File: config.mk
export PLATFORM = sky130hd
export DESIGN_NAME = scan_select_seq
export DESIGN_NICKNAME = d
export VERILOG_FILES = /design/src/rtl/scan_select_seq.sv
export SDC_FILE = /design/constraint.sdc
export NUM_CORES = 1
export LEC_CHECK = 0
export ABC_AREA = 1
export ABC_CLOCK_PERIOD_IN_PS = 2400
export BUFFER_PORTS_ARGS = -buffer_cell sky130_fd_sc_hd__buf_2
export CAP_MARGIN = 20
export CORE_ASPECT_RATIO = 1.2
export CORE_MARGIN = 3
export CORE_UTILIZATION = 30
export DETAILED_ROUTE_END_ITERATION = 16
export REMOVE_ABC_BUFFERS = 1
export SYNTH_ARGS = -nofsm -noshare
export SYNTH_HDL_FRONTEND = slang
export SYNTH_SLANG_ARGS = --single-unit
File: constraint.sdc
create_clock -name CLK -period 2.4 [get_ports CLK]
set_clock_uncertainty 0.05 [all_clocks]
set_input_delay 0.36 -clock CLK [delete_from_list [all_inputs] [get_ports CLK]]
set_output_delay 0.36 -clock CLK [all_outputs]
set_load 0.1 [all_outputs]
File: src/rtl/scan_select_seq.sv
// scan_select_seq: steps a 3-bit channel index over the channels enabled in
// MASK, holding each for DWELL+1 clocks, and presents it as the C/B/A select
// bits of a dual 2-to-4 decoder. Continuous (RUN) or single-frame (START).
module scan_select_seq #(
    parameter int DWELL_W = 8
) (
    input  logic               CLK,
    input  logic               CLR_L,
    input  logic               RUN,
    input  logic               START,
    input  logic [DWELL_W-1:0] DWELL,
    input  logic [7:0]         MASK,
    output logic               A,
    output logic               B,
    output logic               C,
    output logic               VALID,
    output logic               STEP,
    output logic               FRAME,
    output logic               BUSY
);

    typedef enum logic [0:0] {
        IDLE = 1'b0,
        SCAN = 1'b1
    } state_t;

    // Lowest set bit of mask at or above position lo; MSB of result = found.
    function automatic logic [3:0] lowest_from(input logic [7:0] mask, input logic [3:0] lo);
        logic [3:0] res;
        res = 4'b0000;
        for (int i = 7; i >= 0; i--) begin
            if (mask[i] && (4'(i) >= lo)) begin
                res = {1'b1, 3'(i)};
            end else begin
                res = res;
            end
        end
        return res;
    endfunction

    state_t             state_q, state_d;
    logic [2:0]         ch_q, ch_d;
    logic [DWELL_W-1:0] cnt_q, cnt_d;
    logic               cont_q, cont_d;
    logic               valid_q, valid_d;
    logic               step_q, step_d;
    logic               frame_q, frame_d;
    logic               busy_q, busy_d;

    logic       mask_nz_s;
    logic       req_s;
    logic       expire_s;
    logic       reload_s;
    logic [3:0] first_s;
    logic [3:0] nxt_s;

    assign mask_nz_s = (MASK != 8'h00);
    assign req_s     = (RUN | START) & mask_nz_s;
    assign expire_s  = (cnt_q == {DWELL_W{1'b0}});
    assign reload_s  = cont_q & RUN & mask_nz_s;
    assign first_s   = lowest_from(MASK, 4'd0);
    // Search strictly above the current channel; ch=7 yields 8, i.e. nothing.
    assign nxt_s     = lowest_from(MASK, {1'b0, ch_q} + 4'd1);

    // State register: IDLE on reset.
    always_ff @(posedge CLK or negedge CLR_L) begin
        if (!CLR_L) begin
            state_q <= IDLE;
        end else begin
            state_q <= state_d;
        end
    end

    // Next-state decode: leave IDLE on a valid request, return at frame end
    // unless a continuous scan is still requested with a non-empty mask.
    always_comb begin
        state_d = state_q;
        case (state_q)
            IDLE: begin
                if (req_s) begin
                    state_d = SCAN;
                end else begin
                    state_d = IDLE;
                end
            end
            SCAN: begin
                if (expire_s && !nxt_s[3] && !reload_s) begin
                    state_d = IDLE;
                end else begin
                    state_d = SCAN;
                end
            end
            default: state_d = IDLE;
        endcase
    end

    // Datapath and output decode: channel loads, dwell countdown and the
    // registered STEP/FRAME/VALID/BUSY values for the following cycle.
    always_comb begin
        ch_d    = ch_q;
        cnt_d   = cnt_q;
        cont_d  = cont_q;
        valid_d = valid_q;
        busy_d  = busy_q;
        step_d  = 1'b0;
        frame_d = 1'b0;
        case (state_q)
            IDLE: begin
                if (req_s) begin
                    ch_d    = first_s[2:0];
                    cnt_d   = DWELL;
                    cont_d  = RUN;
                    valid_d = 1'b1;
                    busy_d  = 1'b1;
                    step_d  = 1'b1;
                end else begin
                    valid_d = 1'b0;
                    busy_d  = 1'b0;
                end
            end
            SCAN: begin
                if (!expire_s) begin
                    cnt_d = cnt_q - DWELL_W'(1);
                end else if (nxt_s[3]) begin
                    ch_d   = nxt_s[2:0];
                    cnt_d  = DWELL;
                    step_d = 1'b1;
                end else begin
                    frame_d = 1'b1;
                    if (reload_s) begin
                        ch_d   = first_s[2:0];
                        cnt_d  = DWELL;
                        step_d = 1'b1;
                    end else begin
                        // ch and A/B/C keep their last value in IDLE.
                        valid_d = 1'b0;
                        busy_d  = 1'b0;
                    end
                end
            end
            default: begin
                valid_d = 1'b0;
                busy_d  = 1'b0;
            end
        endcase
    end

    // Datapath and output registers; reset clears everything, so an aborted
    // scan never produces a FRAME pulse.
    always_ff @(posedge CLK or negedge CLR_L) begin
        if (!CLR_L) begin
            ch_q    <= 3'd0;
            cnt_q   <= {DWELL_W{1'b0}};
            cont_q  <= 1'b0;
            valid_q <= 1'b0;
            step_q  <= 1'b0;
            frame_q <= 1'b0;
            busy_q  <= 1'b0;
        end else begin
            ch_q    <= ch_d;
            cnt_q   <= cnt_d;
            cont_q  <= cont_d;
            valid_q <= valid_d;
            step_q  <= step_d;
            frame_q <= frame_d;
            busy_q  <= busy_d;
        end
    end

    assign A     = ch_q[0];
    assign B     = ch_q[1];
    assign C     = ch_q[2];
    assign VALID = valid_q;
    assign STEP  = step_q;
    assign FRAME = frame_q;
    assign BUSY  = busy_q;

endmodule

# Word-level counts from Yosys, hierarchy flattened
# Index checks and enable logic that the tools add are counted.
# totals
reg_bits	16
latchBits	0
mem_bits_rw	0
rom_bits	0
inputBits	20
out_inout_bits	7
elab_cells	86
mem_count	0
# classes
addsub	2
n_mul	0
div	0
magnitude_cmp	8
n_eq_ne	6
n_shift	0
n_mux	40
bitwise_logic	5
reduce_logical	18
# ops
operator	count
$mux W3	12
$mux W4	8
$mux W8	4
$ge A3 B4 Y1 const A	4
$pmux W8 S2	1
$mux W1	11
$logic_and A1 B1 Y1	10
$ge A1 B4 Y1 const A	2
$ge A2 B4 Y1 const A	2
$logic_not A8 Y1	1
$reduce_bool A8 Y1	1
$sub A8 B1 Y8 const B	1
$ne A2 B2 Y1 const B	3
$pmux W1 S2	3
$pmux W3 S2	1
$reduce_and A3 Y1	2
$add A3 B1 Y4 const B	1
$ne A4 B2 Y1 const B	1
$reduce_and A2 Y1	2
$and A1 B1 Y1	3
$ne A3 B1 Y1 const B	1
$logic_not A1 Y1	2
$ne A2 B1 Y1 const B	1
$not A1 Y1	1
$or A1 B1 Y1	1

# Longest topological paths before layout
# depth
depth_word	16
ltp_mapped	15

# Worst setup path after synthesis
# Ideal clock, no wire load.
# synth_timing
path_type	reg-to-reg
startpoint	reg ch_q[0]
endpoint	reg cnt_q[0]
t_arrival_ps	2379
t_required_ps	2231
setup_slack_ps	-148
path_stages_with_launch	14
path_buffers	1
path_cell_list	dfrtp_1 > ha_1 > inv_1 > nand2_2 > nand2_1 > nand3_2 > nand2_1 > nor2_2 > nand3_2 > o21ai_4 > nand2_4 > buf_6 > nand2_2 > o21ai_2
# synth_between
elab_chain_len	14
elab_cells_between_ends	30
cone_classes	add/sub (1); order compare (8); eq/ne (1); mux (11); reduce/logical (9)
# synth_lines
item	line_no	text
from (decl)	42	logic [2:0] ch_q, ch_d;
from (signal assigned)	160	ch_q <= ch_d;
$add A3 B1 Y4 (*)	63	assign nxt_s = lowest_from(MASK, {1'b0, ch_q} + 4'd1);
$ge A3 B4 Y1	32	if (mask[i] && (4'(i) >= lo)) begin
$logic_and A1 B1 Y1	32	
$mux W4 (7 in a row)	32	
$mux W4 (*)	32	
$mux W8	124	end else if (nxt_s[3]) begin
$mux W8	122	if (!expire_s) begin
$pmux W8 S2	107	case (state_q)
to (signal assigned)	153	cnt_q <= {DWELL_W{1'b0}};
to (signal assigned)	161	cnt_q <= cnt_d;
to (decl)	43	logic [DWELL_W-1:0] cnt_q, cnt_d;
# Every way passes the cells marked *; elsewhere a longest branch is shown, timed or not.
# A chain may end at the register's enable or synchronous reset.

# Final worst setup path
# layout_timing
startpoint	reg ch_q[0]
endpoint	reg cnt_q[7]
# The elaborated chain is that of the path after synthesis.

==> Implementation_results.wiki <==
{| class="wikitable"
! Metric !! Value
|-
| Reg2Reg Depth || 12
|-
| Area of the mapped netlist || around 1300 sq um
|-
| Placement Setup Slack || approximately 0.38 ns
|-
| Number of nets in the final layout || 243
|-
| Area of the die || between 5000 and 6000 sq um
|-
| Top cells by area in the synthesized netlist || sky130_fd_sc_hd__dfrtp_1 31%, sky130_fd_sc_hd__nand2_1 18%, sky130_fd_sc_hd__inv_1 8.5%, sky130_fd_sc_hd__nor2_1 5.5%, sky130_fd_sc_hd__o21ai_2 4.1%
|-
| Clk sink count || 16
|-
| Net Sw Frac || 27.7%
|-
| Depth of the CTS H-tree || 1
|-
| Portion of the post-synthesis area used by sequential elements || 31.1%
|-
| Unrepaired setup endpoints after global routing || false
|-
| Routed WL || 2.66 mm
|-
| Result of the run || finished, final reports clean
|-
| Internal Power || 0.000423 W
|-
| Cell type contributing the most total cell area after synthesis || sky130_fd_sc_hd__dfrtp_1
|-
| Period utilisation layout || a little over four fifths
|-
| Start-to-end type of the worst setup path || reg -> reg
|-
| Worst min-delay path class || in -> reg
|-
| Crit. Startpoint || ch_q[0]
|-
| Most frequent standard cell in the layout excluding fill and tap cells || sky130_fd_sc_hd__nand2_1
|-
| Most frequent cell on the critical path || sky130_fd_sc_hd__nand2_1
|-
| Power spent charging and discharging nets || 0.000162 W
|-
| Type of element capturing the critical path || flip-flop
|-
| Share of power burned in registers || 47.4%
|-
| Number of search-and-repair iterations in the first detailed-routing pass || 4
|-
| HPWL after DPL || around 2.2 mm
|-
| Syn avg cell area || ~6.8 sq um
|-
| Reg-to-reg setup timing slack || 0.38 ns
|-
| Slew Limit Fails || 0
|-
| Core box area || 4040 sq um
|-
| Clock root buffer || sky130_fd_sc_hd__clkbuf_8
|-
| Clock tree from TritonCTS || yes
|-
| Drt initial violations || 41
|-
| Max Cap Viol || 0
|-
| CP Data Arrival Time || 2.10 ns
|-
| Worst slew margin relative to its limit || around two thirds
|-
| Number of global-route vias before repair || around 1100
|-
| Synth-to-layout area growth || 17.5%
|-
| Number of vias after detailed routing || 1206
|-
| Worst Setup Slack, final || ~0.38 ns
|-
| Share of power burned in the clock network || approximately 32%
|-
| Std-Cell Rows || 25
|-
| Area share of the largest cell type after synthesis || 31.1%
|-
| IR Drop Worst-Case VDD || 0.205 mV
|-
| Setup violators final || 0
|-
| Clock period minus worst slack || about 2.0 ns
|-
| Gr ovfl total || 0
|-
| Critical path peak fanout || 15
|-
| ANT nets after route || 0
|-
| Number of port buffers || 26
|-
| Pin count of the biggest net entering global routing || 17
|-
| Critical-path cell with the highest stage delay || sky130_fd_sc_hd__dfrtp_1
|-
| Clock buffer count from CTS || 3
|-
| Slew at the pin closest to its max-slew limit || slightly below 0.5 ns
|-
| Antenna cells || 0
|-
| Total power consumption of the routed design || 0.000586 W
|-
| CP max stage delay || about 0.46 ns
|-
| Fraction of layout instances using a drive strength above 1 || a little under a quarter
|-
| Register clock-pin slew on the reported worst setup and hold paths || about 0.060 ns
|-
| Final weighted congestion of routability-driven global placement || 0.818
|-
| Synth Instances || 190
|-
| Critical path cell sequence || inv_1, ha_1, nand2_1, inv_1, nand3_2, nand2_1, nor2_2, nand3_2, o21ai_4, nand2_4, nand2_1, o21ai_2
|-
| Cell Count Post-Placement || 267
|-
| Share of total power in combinational logic || 20.2%
|-
| Number of antenna violations at the first check in global routing || 0
|-
| Final cell count without fillers || 271
|-
| DIE HEIGHT || 77.8 microns
|-
| CTS-repair resized insts || 0
|-
| Reg2reg end || cnt_q[7]
|-
| Final routed wire length divided by cell count || 9.80 microns
|-
| Yosys warnings || 0
|-
| Final Hold Viols || 0
|-
| Sum of buffers and inverters on the critical path || 2
|-
| Worst-Skew Late Latency || 0.24 ns
|-
| Wire length of the first global-routing pass || 4.64 mm
|-
| Maximum clock insertion buffer count || 2
|-
| Reported leakage power || 0.821 nW
|-
| Initial core utilization || 31.9%
|-
| Ports || 27
|-
| Unique masters post-synth || 29
|-
| Number of DRC violations after detailed routing || 0
|-
| Hold Worst Slack || approximately 0.33 ns
|-
| Cell count along the critical path || 12
|-
| Number of buffers inserted to repair setup after CTS || 0
|-
| Required time at the endpoint of the critical path || 2.48 ns
|-
| Total Routing Usage GR || 11.1%
|-
| Dominant delay contributor by cell family on the critical path || simple AND/OR/NAND/NOR gates
|-
| Maximum frequency from static timing analysis || 496 MHz
|-
| Top library cells by usage in the layout, fill and taps aside || 62 x sky130_fd_sc_hd__nand2_1, 29 x sky130_fd_sc_hd__inv_1, 26 x sky130_fd_sc_hd__buf_2
|-
| Launching element type of the critical path || flip-flop
|-
| Overall die width || approximately 66 microns
|-
| Flip-flop and latch count after synthesis || 16
|-
| Number of vias per cell after detailed routing || around 4.5
|-
| Critical path endpoint || cnt_q[7]
|-
| Reg-to-reg startpoint || ch_q[0]
|-
| Quantity of hold-fixing buffers added after cts || 1
|-
| Pwr Density || 387 nW/um^2
|}
power groups by stage:
stage          clock network, W  registers (W)  logic (W)
2_1_floorplan                 0       0.000301  0.0000607
3_3_place_gp                  0       0.000282   0.000118
3_5_place_dp                  0       0.000282   0.000118
4_1_cts                0.000200       0.000277   0.000120
5_1_grt                0.000210       0.000278   0.000135
6_report               0.000190       0.000277   0.000118
worst min-delay path by stage:
stage	start	end	cells past startpoint
after floorplan	CLR_L	BUSY	0
after global placement	CLR_L	cnt_q[3]	1
after detailed placement	CLR_L	cnt_q[5]	1
after CTS	RUN	cont_q	2
after global routing	RUN	cont_q	2
final	RUN	cont_q	2
layer usage:
metal,up-vias,share of wire (%),GRT usage (%)
met2,19,50,19.7
met1,533,45,14.0
met4,0,0.53,2.49
met5,-,0,0
li1,652,-,-
met3,2,4.0,1.45
logic make-up after synthesis:
group / after synthesis / synth area share, %
xor+xnor: 5 / 3.40
fa+ha+maj: 4 / 3.89
compound gates: 24 / 13.0
mux: 1 / 0.875
simple gates: 106 / 36.8
buf+inv: 34 / 10.9
flops: 16 / 31.1
synthesized netlist by cell type, drive strengths merged:
cell	number
nand2	67
inv	31
nor2	21
dfrtp	16
o21ai	15
nand3	12
a21oi	6
ha	4
xor2	4
buf	3
nand4	3
nor3	3
a22oi	1
mux2	1
o22ai	1
o31ai	1
xnor2	1
per-stage QoR:
| step | setup TNS, ns | cell area (sq um) | utilization, % |
|---|---|---|---|
| after floorplan | -0.870 | 1260 | - |
| after global placement | 0 | 1460 | 36.2 |
| after detailed placement | 0 | 1460 | 36.2 |
| after CTS | 0 | 1510 | 37.5 |
| after global routing | 0 | 1510 | 37.5 |
| final | 0 | 1510 | 37.5 |
cell type report:
type,count,area (sq um)
repair buffers,27,140
well taps,54,67.6
clock buffers,3,41.3
inverters,31,116
multi-input cells,140,747
fillers,441,2520
flip-flops and latches,16,400
sequential cells by signal (all words and copies together), names as in the netlist:
name and flops:
ch_q 3, state_q 1, BUSY 1, cont_q 1, STEP 1, cnt_q 8
FRAME 1
Note: power is estimated with default switching activity, not from simulation.
